==> config.mk <==
export PLATFORM = sky130hd
export DESIGN_NAME = dat_init
export DESIGN_NICKNAME = d
export VERILOG_FILES = /design/src/rtl/dat_init.sv
export SDC_FILE = /design/constraint.sdc
export NUM_CORES = 1
export LEC_CHECK = 0
export CORE_ASPECT_RATIO = 1.5
export CORE_MARGIN = 2
export CORE_UTILIZATION = 51
export CTS_CLUSTER_DIAMETER = 200
export DETAILED_ROUTE_END_ITERATION = 7
export GPL_ROUTABILITY_DRIVEN = 0
export PLACE_DENSITY_LB_ADDON = 0.08
export SLEW_MARGIN = 20
export SYNTH_ARGS = -nofsm -noshare
export SYNTH_HDL_FRONTEND = slang
export SYNTH_SLANG_ARGS = --single-unit
==> constraint.sdc <==
create_clock -name e -period 4.4 [get_ports e]
set_input_delay 1.1 -clock e [delete_from_list [all_inputs] [get_ports e]]
set_output_delay 1.1 -clock e [all_outputs]
set_load 0.005 [all_outputs]
==> src/rtl/dat_init.sv <==
// dat_init: loads and checks the external DAT (MMU task-map) SRAM.
// Walks a range of DAT entries {task, slot} and writes the identity map or
// a fill word, or read-verifies the identity map. While busy it owns the
// SRAM address, data and write strobes; the MMU muxes these in on busy.
module dat_init #(
    parameter int TASK_WIDTH = 12,
    parameter bit AUTO_INIT  = 1'b1
) (
    input  logic                  e,
    input  logic                  _reset,
    input  logic                  start,
    input  logic [1:0]            mode,
    input  logic [TASK_WIDTH-1:0] first_task,
    input  logic [TASK_WIDTH-1:0] last_task,
    input  logic [15:0]           fill_data,
    input  logic [15:0]           data_dat_in,
    output logic [TASK_WIDTH+2:0] address_dat,
    output logic [15:0]           data_dat_out,
    output logic                  data_dat_oe,
    output logic                  _we_dat_l,
    output logic                  _we_dat_h,
    output logic                  busy,
    output logic                  done,
    output logic                  error,
    output logic [TASK_WIDTH+2:0] error_addr,
    output logic [7:0]            error_count
);

    localparam int AW = TASK_WIDTH + 3;

    typedef enum logic [1:0] {IDLE, WRITE, VERIFY, DONE} state_t;

    state_t          state;
    state_t          state_nxt;
    logic [AW-1:0]   counter;
    logic [AW-1:0]   counter_inc;
    logic [AW-1:0]   end_addr;
    logic [15:0]     fill_word;
    logic            fill_mode;
    logic            auto_pend;
    logic            at_end;
    logic            auto_go;
    logic            cmd_go;
    logic            range_ok;
    logic            mismatch;

    // Identity map word: low three bits are the slot number.
    function automatic logic [15:0] identity_word(input logic [AW-1:0] a);
        return {13'd0, a[2:0]};
    endfunction

    // Saturating 8-bit increment for the mismatch counter.
    function automatic logic [7:0] sat_inc8(input logic [7:0] v);
        return (v == 8'hFF) ? 8'hFF : v + 8'd1;
    endfunction

    assign counter_inc = counter + AW'(1);
    assign at_end      = (counter == end_addr);
    assign range_ok    = (first_task <= last_task);
    // Auto-init wins over a command arriving on the same first edge.
    assign auto_go     = (state == IDLE) && auto_pend;
    assign cmd_go      = (state == IDLE) && !auto_pend && start;
    assign mismatch    = (data_dat_in != identity_word(counter));
    assign address_dat = counter;

    // State register.
    always_ff @(posedge e or negedge _reset) begin
        if (!_reset) state <= IDLE;
        else         state <= state_nxt;
    end

    // Next-state decode.
    always_comb begin
        state_nxt = state;
        case (state)
            IDLE: begin
                if (auto_go) begin
                    state_nxt = WRITE;
                end else if (start) begin
                    if (mode == 2'd3 || !range_ok) state_nxt = DONE;
                    else if (mode == 2'd2)         state_nxt = VERIFY;
                    else                           state_nxt = WRITE;
                end
            end
            WRITE:   if (at_end) state_nxt = DONE;
            VERIFY:  if (at_end) state_nxt = DONE;
            DONE:    state_nxt = IDLE;
            default: state_nxt = IDLE;
        endcase
    end

    // Outputs decoded from state; strobes are a high-phase pulse of e so they release as soon as reset forces IDLE.
    always_comb begin
        busy        = (state == WRITE) || (state == VERIFY);
        done        = (state == DONE);
        data_dat_oe = (state == WRITE);
        _we_dat_l   = !((state == WRITE) && e);
        _we_dat_h   = !((state == WRITE) && e);
    end

    // Address counter, latched mode and the once-per-release auto-init flag; the counter holds at the end address so it never wraps.
    always_ff @(posedge e or negedge _reset) begin
        if (!_reset) begin
            counter   <= '0;
            fill_mode <= 1'b0;
            auto_pend <= AUTO_INIT;
        end else if (auto_go) begin
            counter   <= '0;
            fill_mode <= 1'b0;
            auto_pend <= 1'b0;
        end else if (cmd_go) begin
            counter   <= {first_task, 3'b000};
            fill_mode <= (mode == 2'd1);
        end else if (busy && !at_end) begin
            counter   <= counter_inc;
        end
    end

    // Range end, fill word and registered write data for the entry being addressed.
    always_ff @(posedge e) begin
        if (auto_go) begin
            end_addr     <= '1;
            data_dat_out <= identity_word('0);
        end else if (cmd_go) begin
            end_addr     <= {last_task, 3'b111};
            fill_word    <= fill_data;
            data_dat_out <= (mode == 2'd1) ? fill_data : identity_word({first_task, 3'b000});
        end else if (state == WRITE && !at_end) begin
            data_dat_out <= fill_mode ? fill_word : identity_word(counter_inc);
        end
    end

    // Verify bookkeeping: sticky error flag, first failing address and saturating count, cleared by each start.
    always_ff @(posedge e or negedge _reset) begin
        if (!_reset) begin
            error       <= 1'b0;
            error_addr  <= '0;
            error_count <= '0;
        end else if (cmd_go) begin
            error       <= 1'b0;
            error_addr  <= '0;
            error_count <= '0;
        end else if (state == VERIFY && mismatch) begin
            error_count <= sat_inc8(error_count);
            if (!error) begin
                error      <= 1'b1;
                error_addr <= counter;
            end
        end
    end

endmodule

==> out/metrics.sh, run 1 <==
CRIT_FANOUT=2
MET3WIRELENGTH_UM=492
FIRST_GLOBAL_VIAS=4031
DP.CELLS=642
YOSYS.AREA_SHARE.ADDER_PCT=5.324
YS_DOMINANT_REG_CELL='sky130_fd_sc_hd__dfrtp_1'
SYNTH.DISTINCT_CELLS=55
POST_SYNTH_AND_OR_NAND_NOR_AREA_FRACTION_PCT=15.05
TIMING.RR.START='address_dat[9]'
POSTSYNTHNETCOUNT=517
CORE_AREA_UM2=8464
TIMING.MAX_SLEW.REL_SLACK_PCT=28.45
WORST-ENDPOINT-ARRIVAL_PS=3250
SYNTH_TOP_FAMILY_BY_AREA='compound AO/OA/AOI/OAI gates'
POSTCTSSETUPREPAIRBUFS=0
IO-PIN-COUNT=121
DIE_WIDTH_UM=80.40
AVGSYNTHCELLAREA_UM2=10.22
DIE_H_UM=118.6
DETAILEDROUTE.FIRSTPASSITERATIONCOUNT=4
POSTLAYOUTSETUPSLACKWORST_PS=49.08
SETUP_CRIT_PATH_KIND='clk2out'
ROUTED.TOP_LAYER='met4'
SETUP_VIOLATIONS=0
TIMING.HOLD.WORST.START='end_addr[3]'
SYNTH-EDFF-COUNT=16
HOLD_PATH_CLASS='reg2reg'
FIN_NETS=634
INITIAL_DRT_MARKERS=256
POST_DETAILED_ROUTE_WIRELENGTH_PER_CELL_UM=17.17
MOSTFREQUENTLAYOUTCELL='sky130_fd_sc_hd__clkdlybuf4s50_1'
IR_DROP_mV=0.3315
LAYOUT.CELLS.MOST_COMMON_LIST='sky130_fd_sc_hd__clkdlybuf4s50_1, sky130_fd_sc_hd__nor2_1, sky130_fd_sc_hd__dfrtp_1'
PLACEMENT_ROWS=41
SYNTH.YOSYS.SEQ_AREA_SHARE_PCT=47.44
GRT_REMAINING_OVERFLOW=0
FINALWIRELENGTH_UM=11430
CTS.CLK_SLEW.WORST_PATHS_PS=60
SYNTH-SEQ-CELLS=87
DIE_AREA_UM2=9536
INSERTION_DELAY_PS=450
VIA_COUNT=3855
POST_SYNTH_INSTANCE_AREA_UM2=4466
HOLD_VIOL=0
METAL_1_WL_UM=4337
DPL.HPWL_UM=8221
GRT_FIRST_PASS_WIRELENGTH_UM=18930
PRECTSSETUPSLACK_PS=558.5
SYNTHCELLS=437
SYNTH_XOR_XNOR_AREA_SHARE_PCT=3.530
AREA_GROWTH_PCT=39.48
SYNTH_WARNINGS=0
GRT_USE_TOTAL_PCT=26.03
LAYOUT-DRIVE-GT1-SHARE_PCT=10.55
CLOCK_TREE_FROM_TRITONCTS='built'
CELLPOWERDENSITY_nW_PER_UM2=343.9
STATUS='completed'
ANTENNA_LEFT=0
N_FILL_CELL=648
GRT_START_MAX_NET_PINS=44
CRITICAL_PATH.ENDPOINT_TYPE='output pin'
SYNTH-COMPOUND-AREA-SHARE_PCT=19.31
FIN_WORST_SKEW_PS=5.373
BUFFER_PORTS.INSERTED=120
DRCVIOLATIONCOUNT=0
CAP_VIOLATIONS=0
RSZ_0062_RAISED_AFTER_GLOBAL_ROUTING='false'
MET2ROUTEDLENGTH_UM=6318
TIMING.CRITICAL_PATH.FROM_TYPE='clock port'
P_LEAK_nW=2.696
ANTENNA_FOUND_INITIAL=0
SYNTH_ASYNC_SR_FLOP_SHARE_PCT=49.43
WORST_SETUP_PATH_STARTPOINT='e'
STARTING_DENSITY_OF_THE_CORE_PCT=52.76
TIMING_WORST_SLEW_PIN_VALUE_PS=1073
SYNTH_MUX_AREA_SHARE_PCT=4.511
FINAL_CELL_COUNT_NO_FILL=666
ANTENNA_CELLS=0
TIMING_MAX_TRANSITION_VIOLATIONS_FINAL=0
SETUP-TNS-FINAL_PS=0
VIAS_PER_CELL=5.788
CRITICAL_PATH_REQUIRED_PS=3300
## synthesized netlist by cell type (2+ instances only)
master / count / area share (%)
sky130_fd_sc_hd__xnor2_1: 2 / 0.39
sky130_fd_sc_hd__nor3_1: 10 / 1.1
sky130_fd_sc_hd__buf_1: 2 / 0.17
sky130_fd_sc_hd__mux2i_1: 19 / 4.3
sky130_fd_sc_hd__a21o_1: 2 / 0.34
sky130_fd_sc_hd__nor2b_1: 4 / 0.56
sky130_fd_sc_hd__and3_1: 2 / 0.28
sky130_fd_sc_hd__dfrtp_1: 42 / 24
sky130_fd_sc_hd__xor2_1: 16 / 3.1
sky130_fd_sc_hd__edfxtp_1: 16 / 11
sky130_fd_sc_hd__nor2_1: 44 / 3.7
sky130_fd_sc_hd__nand2_1: 34 / 2.9
sky130_fd_sc_hd__o32ai_1: 2 / 0.39
sky130_fd_sc_hd__o211ai_1: 19 / 3.2
sky130_fd_sc_hd__or3_4: 2 / 0.50
sky130_fd_sc_hd__buf_2: 11 / 1.2
sky130_fd_sc_hd__buf_6: 2 / 0.50
sky130_fd_sc_hd__and4_1: 2 / 0.39
sky130_fd_sc_hd__a311oi_1: 2 / 0.39
sky130_fd_sc_hd__or2_1: 2 / 0.28
sky130_fd_sc_hd__ha_1: 19 / 5.3
sky130_fd_sc_hd__clkbuf_1: 11 / 0.92
sky130_fd_sc_hd__nand3b_1: 2 / 0.34
sky130_fd_sc_hd__or3_1: 2 / 0.28
sky130_fd_sc_hd__nor3b_1: 2 / 0.34
sky130_fd_sc_hd__a21oi_1: 18 / 2.0
sky130_fd_sc_hd__o21ai_1: 4 / 0.45
sky130_fd_sc_hd__nand3_1: 11 / 1.2
sky130_fd_sc_hd__a22oi_1: 16 / 2.7
sky130_fd_sc_hd__a211oi_2: 16 / 4.5
sky130_fd_sc_hd__o311ai_1: 2 / 0.39
sky130_fd_sc_hd__a211oi_1: 5 / 0.84
sky130_fd_sc_hd__o211a_1: 2 / 0.45
sky130_fd_sc_hd__inv_1: 15 / 1.3
sky130_fd_sc_hd__nand4_1: 7 / 0.98
sky130_fd_sc_hd__buf_4: 4 / 0.67
sky130_fd_sc_hd__o31ai_1: 11 / 1.8
sky130_fd_sc_hd__nor4_1: 6 / 0.84
sky130_fd_sc_hd__o21ai_0: 3 / 0.34
sky130_fd_sc_hd__dfxtp_1: 28 / 13
sky130_fd_sc_hd__a31oi_1: 2 / 0.28
sky130_fd_sc_hd__o311ai_0: 3 / 0.59
## cell type report
type / count / area, µm² / area share, %
Clock buffer: 22 / 469.2 / 7.533
Clock inverter: 4 / 70.07 / 1.125
Inverter: 16 / 60.06 / 0.9642
Multi-Input combinational cell: 304 / 2138 / 34.33
Sequential cell: 87 / 2118 / 34.01
Tap cell: 107 / 133.9 / 2.149
Timing Repair Buffer: 126 / 1239 / 19.89
## worst paths after layout
check,end,slack [ps],depth (start not counted)
max,_we_dat_l,50,8
min,end_addr[3],500,2
max reg2reg,address_dat[10],1690,5
min reg2reg,end_addr[3],500,2
max in group asynchronous,error,3360,1
min in group asynchronous,state[1],650,1
## logic make-up after synthesis
group	count (synthesis)
AND/OR/NAND/NOR	137
AO/OA/AOI/OAI	110
flip-flops	87
buffers and inverters	46
multiplexers	20
adder cells (fa/ha/maj)	19
XOR/XNOR	18
## flip-flops by register name, summed over array words and instances, names as in the netlist
name	flops
address_dat	15
data_dat_out	16
end_addr	12
state	2
error_count	8
error	1
fill_word	16
error_addr	15
auto_pend	1
fill_mode	1
## worst max-delay path: stages
cell and delay, ps:
sky130_fd_sc_hd__clkbuf_16 120, sky130_fd_sc_hd__clkbuf_16 130, sky130_fd_sc_hd__clkbuf_16 130, sky130_fd_sc_hd__clkbuf_16 130, sky130_fd_sc_hd__clkbuf_16 130, sky130_fd_sc_hd__nand2_4 80, sky130_fd_sc_hd__clkbuf_16 120, sky130_fd_sc_hd__clkdlybuf4s15_2 190
## through the flow
step | utilization [%] | power (mW) | instance area [µm²] | hold WS (ps)
detailed placement | 67.33 | 0.9737 | 5699 | 486.2
finish | 73.58 | 2.142 | 6228 | 495.0
floorplan | - | 0.8769 | 4466 | 459.3
global placement | 67.33 | 0.9706 | 5699 | 479.2
CTS | 73.56 | 2.168 | 6226 | 498.7
global route | 73.58 | 2.213 | 6228 | 515.3
## power breakdown
part / total, mW / internal [mW] / leakage, nW / switching [mW]
registers: 0.817 / 0.817 / 0.948 / 0
clock network: 1.23 / 0.853 / 0.270 / 0.375
logic: 0.0975 / 0.0586 / 1.48 / 0.0389
total: 2.14 / 1.73 / 2.70 / 0.414
## what timing repair did
| item | 4_1_cts | 5_1_grt |
|---|---|---|
| endpoints found under the setup margin | 2 | 0 |
| endpoints found under the hold margin | 0 | 0 |
| hold buffers | 0 | 0 |
| resized for setup | 8 | 0 |
## per-layer routing
layer	GRT usage (%)	vias up
met3	6.031	24
met2	45.73	122
li1	-	1844
met1	27.95	1865
met5	0	-
met4	14.30	0
Power figures use the tool's default switching activity.
==> inputs of run 2 (changes only) <==
--- a/config.mk
+++ b/config.mk
@@ -12,6 +12,7 @@
 export DETAILED_ROUTE_END_ITERATION = 7
 export GPL_ROUTABILITY_DRIVEN = 0
 export PLACE_DENSITY_LB_ADDON = 0.08
+export SKIP_CTS_REPAIR_TIMING = 1
 export SLEW_MARGIN = 20
 export SYNTH_ARGS = -nofsm -noshare
 export SYNTH_HDL_FRONTEND = slang
==> run 2 against run 1 <==
Net effect: total power is 3.4% higher; register-to-register slack hardly changed; combinational power hardly changed; cell area is 0.52% higher; non-clock buffer count stayed put; final cell count is 0.15% higher; clock skew is 0.84 ps lower; sequential cell count stayed put; global-route usage is 0.063 points lower; sequential power hardly changed.
==> out/metrics.sh, run 2 (synthesized netlist as in run 1, its figures left out) <==
CRITICAL_PATH.TOP_DELAY_FAMILY='buffers and inverters'
MET3WIRELENGTH_UM=527
SETUP_CRIT_PATH_KIND='clk2out'
CRITICAL_PATH_REQUIRED_PS=3300
DIE_AREA_UM2=9536
CLOCK_TREE_FROM_TRITONCTS='built'
DETAILEDROUTE.FIRSTPASSITERATIONCOUNT=5
ROUTED.TOP_LAYER='met4'
SLOWEST_DELAY_PS=130
TIMING_WORST_SLEW_PIN_VALUE_PS=1067
MET2ROUTEDLENGTH_UM=6186
MOSTFREQUENTLAYOUTCELL='sky130_fd_sc_hd__clkdlybuf4s50_1'
CRITICAL_PATH.ENDPOINT_TYPE='output pin'
CRITICAL_PATH.MOST_COMMON_CELL='sky130_fd_sc_hd__clkbuf_16'
DIE_WIDTH_UM=80.40
GRT_START_MAX_NET_PINS=44
LARGEST_REGISTERS='data_dat_out (16), fill_word (16)'
HOLD_VIOL=0
ANTENNA_LEFT=0
HOLD_PATH_CLASS='reg2reg'
POWER.TOTAL_mW=2.215
CELLPOWERDENSITY_nW_PER_UM2=353.9
SETUP_VIOLATIONS=0
AREA_GROWTH_PCT=40.21
POST_DETAILED_ROUTE_WIRELENGTH_PER_CELL_UM=17.18
PRECTSSETUPSLACK_PS=558.5
ANTENNA_CELLS=0
POSTLAYOUTSETUPSLACKWORST_PS=29.75
TIMING.MAX_SLEW.REL_SLACK_PCT=28.85
CRIT_FANOUT=2
BUFFER_PORTS.INSERTED=120
GRT_REMAINING_OVERFLOW=0
ANTENNA_FOUND_INITIAL=0
INSERTION_DELAY_PS=450
CAP_VIOLATIONS=0
RSZ_0062_RAISED_AFTER_GLOBAL_ROUTING='false'
FIRST_GLOBAL_VIAS=4052
TIMING.CRITICAL_PATH.FROM_TYPE='clock port'
DPL.HPWL_UM=8221
WORST-ENDPOINT-ARRIVAL_PS=3270
FIN_WORST_SKEW_PS=4.538
GRT_FIRST_PASS_WIRELENGTH_UM=18930
N_FILL_CELL=642
IR_DROP_mV=0.3874
VIAS_PER_CELL=5.808
LAYOUT-DRIVE-GT1-SHARE_PCT=10.71
DRCVIOLATIONCOUNT=0
CELLS_ALONG_THE_CRITICAL_PATH='clkbuf_16, clkbuf_16, clkbuf_16, clkbuf_16, clkbuf_16, nand2_4, clkbuf_16, clkbuf_16, clkbuf_16'
TIMING.HOLD.WS_PS=495.6
FINAL_UTIL_PCT=73.97
INITIAL_DRT_MARKERS=278
VIA_COUNT=3874
WORSTPATHBUFFERINVERTERCOUNT=8
P_LEAK_nW=2.715
FINALWIRELENGTH_UM=11460
STARTING_DENSITY_OF_THE_CORE_PCT=52.76
IO-PIN-COUNT=121
TIMING_MAX_TRANSITION_VIOLATIONS_FINAL=0
DIE_H_UM=118.6
STATUS='completed'
CTS.CLK_SLEW.WORST_PATHS_PS=60
CORE_AREA_UM2=8464
LAYOUT.CELLS.MOST_COMMON_LIST='sky130_fd_sc_hd__clkdlybuf4s50_1, sky130_fd_sc_hd__nor2_1, sky130_fd_sc_hd__dfrtp_1'
GRT_USE_TOTAL_PCT=25.96
METAL_1_WL_UM=4388
PLACEMENT_ROWS=41
CRITPATHSLOWESTCELL='sky130_fd_sc_hd__clkbuf_16'
FIN_NETS=635
run 2: worst reg2reg max path, stage by stage (launching register included):
cell	delay (ps)
sky130_fd_sc_hd__dfrtp_1	480
sky130_fd_sc_hd__xor2_1	180
sky130_fd_sc_hd__nor4_1	470
sky130_fd_sc_hd__nand4_1	320
sky130_fd_sc_hd__a21oi_1	930
sky130_fd_sc_hd__o31ai_1	170
run 2: final timing paths:
| check | slack, ps | from | endpoint | depth (start not counted) |
|---|---|---|---|---|
| min in group asynchronous | 650 | _reset | state[1] | 1 |
| max in group asynchronous | 3350 | _reset | error_count[4] | 1 |
| min | 500 | end_addr[3] | end_addr[3] | 2 |
| max reg2reg | 1690 | address_dat[9] | address_dat[10] | 5 |
| max | 30 | e | _we_dat_l | 9 |
| min reg2reg | 500 | end_addr[3] | end_addr[3] | 2 |
run 2: metrics by stage:
step | instance area (µm²) | instances | TNS [ps]
after global placement | 5699 | 642 | 0
after floorplan | 4466 | 437 | 0
after detailed placement | 5699 | 642 | 0
final | 6261 | 667 | 0
after global routing | 6261 | 667 | 0
after CTS | 6241 | 667 | -800.8
run 2: area by class of cell:
type	instances	area (µm²)	share of cell area, %
tap	107	133.9	2.138
sequential	87	2118	33.83
inverter	16	60.06	0.9592
multi-input combinational	304	2138	34.15
clock buffer	23	501.7	8.014
timing repair buffer	126	1239	19.78
clock inverter	4	70.07	1.119
run 2: layer usage:
| layer | vias to the layer above | GRT usage, % |
|---|---|---|
| li1 | 1846 | - |
| met1 | 1877 | 27.95 |
| met2 | 118 | 45.57 |
| met3 | 33 | 5.573 |
| met4 | 0 | 14.83 |
| met5 | - | 0 |
run 2: power by group:
part           leakage [nW]  total (mW)  switching [mW]  internal, mW
combinational          1.48      0.0976          0.0390        0.0586
clock                 0.289        1.30           0.390         0.912
sequential            0.948       0.817               0         0.817
total                  2.72        2.22           0.429          1.79
==> inputs of run 3 (changes only) <==
--- a/config.mk
+++ b/config.mk
@@ -5,13 +5,16 @@
 export SDC_FILE = /design/constraint.sdc
 export NUM_CORES = 1
 export LEC_CHECK = 0
+export CELL_PAD_IN_SITES_DETAIL_PLACEMENT = 0
+export CELL_PAD_IN_SITES_GLOBAL_PLACEMENT = 1
 export CORE_ASPECT_RATIO = 1.5
 export CORE_MARGIN = 2
-export CORE_UTILIZATION = 51
+export CORE_UTILIZATION = 40
 export CTS_CLUSTER_DIAMETER = 200
 export DETAILED_ROUTE_END_ITERATION = 7
 export GPL_ROUTABILITY_DRIVEN = 0
 export PLACE_DENSITY_LB_ADDON = 0.08
+export RECOVER_POWER = 25
 export SKIP_CTS_REPAIR_TIMING = 1
 export SLEW_MARGIN = 20
 export SYNTH_ARGS = -nofsm -noshare
==> run 3 against run 2 <==
Net effect: the flow now finishes with violations (max-capacitance violations, max-slew violations); total power increased by 0.62%; routed wire length increased by 7.9%; clock power about the same; worst hold slack got worse by 13 ps; final cell count increased by 6.0%; critical path type unchanged.
==> out/metrics.sh, run 3 (synthesized netlist as in run 1, its figures left out) <==
CRITPATHSLOWESTCELL='sky130_fd_sc_hd__clkbuf_16'
GRT_START_MAX_NET_PINS=44
CRITICAL_PATH_DEPTH=9
TIMING_MAX_TRANSITION_VIOLATIONS_FINAL=44
TIMING_WORST_SLEW_PIN_VALUE_PS=2459
HOLD_PATH_CLASS='reg2reg'
CRITICAL_PATH.ENDPOINT_TYPE='output pin'
POSTPLACECELLAREA_UM2=5749
TIMING.MAX_SLEW.REL_SLACK_PCT=-63.94
DP.CELLS=682
WORSTSETUPENDPOINT='_we_dat_l'
PLACEMENT_ROWS=47
FINALWIRELENGTH_UM=12360
CRITICAL_PATH_REQUIRED_PS=3300
BUFFER_PORTS.INSERTED=120
CELLS_ALONG_THE_CRITICAL_PATH='clkbuf_16, clkbuf_16, clkbuf_16, clkbuf_16, clkbuf_16, nand2_4, clkbuf_16, clkbuf_16, clkbuf_2'
ANTENNA_FOUND_INITIAL=0
WORST_SETUP_PATH_STARTPOINT='e'
IO-PIN-COUNT=121
MOSTFREQUENTLAYOUTCELL='sky130_fd_sc_hd__clkdlybuf4s50_1'
CORE_AREA_UM2=10940
TIMING.HOLD.WS_PS=482.3
DPL.HPWL_UM=8887
DIE_AREA_UM2=12040
DRCVIOLATIONCOUNT=0
DIE_H_UM=133.4
DETAILEDROUTE.FIRSTPASSITERATIONCOUNT=4
INSERTION_DELAY_PS=450
VIOLATIONS='max-capacitance violations, max-slew violations'
LAYOUT-DRIVE-GT1-SHARE_PCT=10.71
STARTING_DENSITY_OF_THE_CORE_PCT=40.83
GRT_REMAINING_OVERFLOW=0
ANTENNA_CELLS=0
POWER.TOTAL_mW=2.229
GRT_FIRST_PASS_WIRELENGTH_UM=20430
FINAL_DESIGN_AREA_NO_FILL_UM2=6312
FINAL_CELL_COUNT_NO_FILL=707
WORSTPATHBUFFERINVERTERCOUNT=8
SETUP_CRIT_PATH_KIND='clk2out'
LAYOUT.CELLS.MOST_COMMON_LIST='sky130_fd_sc_hd__clkdlybuf4s50_1, sky130_fd_sc_hd__nor2_1, sky130_fd_sc_hd__dfrtp_1'
IR_DROP_mV=0.2641
FIN_WORST_SKEW_PS=9.064
P_LEAK_nW=2.717
CRIT_FANOUT=2
LARGEST_REGISTERS='data_dat_out (16), fill_word (16)'
CRITICAL_PATH.MOST_COMMON_CELL='sky130_fd_sc_hd__clkbuf_16'
CTS.CLK_SLEW.WORST_PATHS_PS=60
ANTENNA_LEFT=0
VIA_COUNT=3816
WORST-ENDPOINT-ARRIVAL_PS=3250
VIAS_PER_CELL=5.397
AREA_GROWTH_PCT=41.36
FIRST_GLOBAL_VIAS=4080
STATUS='finished with violations'
GRT_USE_TOTAL_PCT=21.73
INITIAL_DRT_MARKERS=170
SETUP_VIOLATIONS=0
CAP_VIOLATIONS=1
POST_DETAILED_ROUTE_WIRELENGTH_PER_CELL_UM=17.48
DIE_WIDTH_UM=90.27
HOLD_VIOL=0
FIN_NETS=635
CRITICAL_PATH.TOP_DELAY_FAMILY='buffers and inverters'
CLOCK_TREE_FROM_TRITONCTS='built'
SLACK_OF_THE_WORST_REG_TO_REG_PATH_PS=1700
RSZ_0062_RAISED_AFTER_GLOBAL_ROUTING='false'
CELLPOWERDENSITY_nW_PER_UM2=353.2
TIMING.RR.START='address_dat[8]'
SLOWEST_DELAY_PS=130
CRIT-REG2REG-CAPTURE='address_dat[14]'
FF2FF_PATH_DEPTH=5
TIMING.CRITICAL_PATH.FROM_TYPE='clock port'
SETUP-TNS-FINAL_PS=0
==> run 3: report_power, final <==
| part | total (mW) | switching, mW | internal, mW |
|---|---|---|---|
| clock | 1.32 | 0.401 | 0.917 |
| sequential | 0.816 | 0 | 0.816 |
| combinational | 0.0952 | 0.0384 | 0.0568 |
| total | 2.23 | 0.440 | 1.79 |
==> run 3: layout make-up <==
type,count,area (µm²)
Fill cell,1013,4626
Clock buffer,23,503.0
Inverter,16,60.06
Sequential cell,87,2118
Tap cell,147,183.9
Clock inverter,4,73.82
Multi-Input combinational cell,304,2138
Timing Repair Buffer,126,1235
==> run 3: routing by layer <==
metal / track usage, % / up-vias / part of all wire, % / wire length, µm
met3: 5.543 / 30 / 5.2 / 637
met5: 0 / - / 0 / 0
li1: - / 1843 / - / -
met2: 37.76 / 135 / 52 / 6402
met4: 12.99 / 0 / 4.0 / 494
met1: 23.79 / 1808 / 39 / 4823
==> run 3: through the flow <==
| stage | worst slack, ps | utilization, % |
|---|---|---|
| finish | 47.00 | 57.71 |
| global route | 12.92 | 57.71 |
| CTS | -416.3 | 57.74 |
| detailed placement | 558.5 | 52.56 |
| global placement | 558.5 | 52.56 |
| floorplan | 916.2 | - |
==> run 3: worst reg2reg max path, cell delays in order, from the launching register on <==
cell and delay, ps:
sky130_fd_sc_hd__dfrtp_1 510, sky130_fd_sc_hd__xor2_1 200, sky130_fd_sc_hd__nor4_1 340, sky130_fd_sc_hd__nand4_1 340, sky130_fd_sc_hd__a21oi_1 980, sky130_fd_sc_hd__o31ai_1 170
==> run 3: how the worst min path moves through the flow <==
stage | startpoint | to | slack (ps) | cells past startpoint
after global routing | end_addr[14] | end_addr[14] | 520 | 2
after detailed placement | end_addr[3] | end_addr[3] | 480 | 2
after global placement | end_addr[3] | end_addr[3] | 470 | 2
after CTS | end_addr[3] | end_addr[3] | 490 | 2
after floorplan | end_addr[3] | end_addr[3] | 460 | 2
final | end_addr[3] | end_addr[3] | 480 | 2
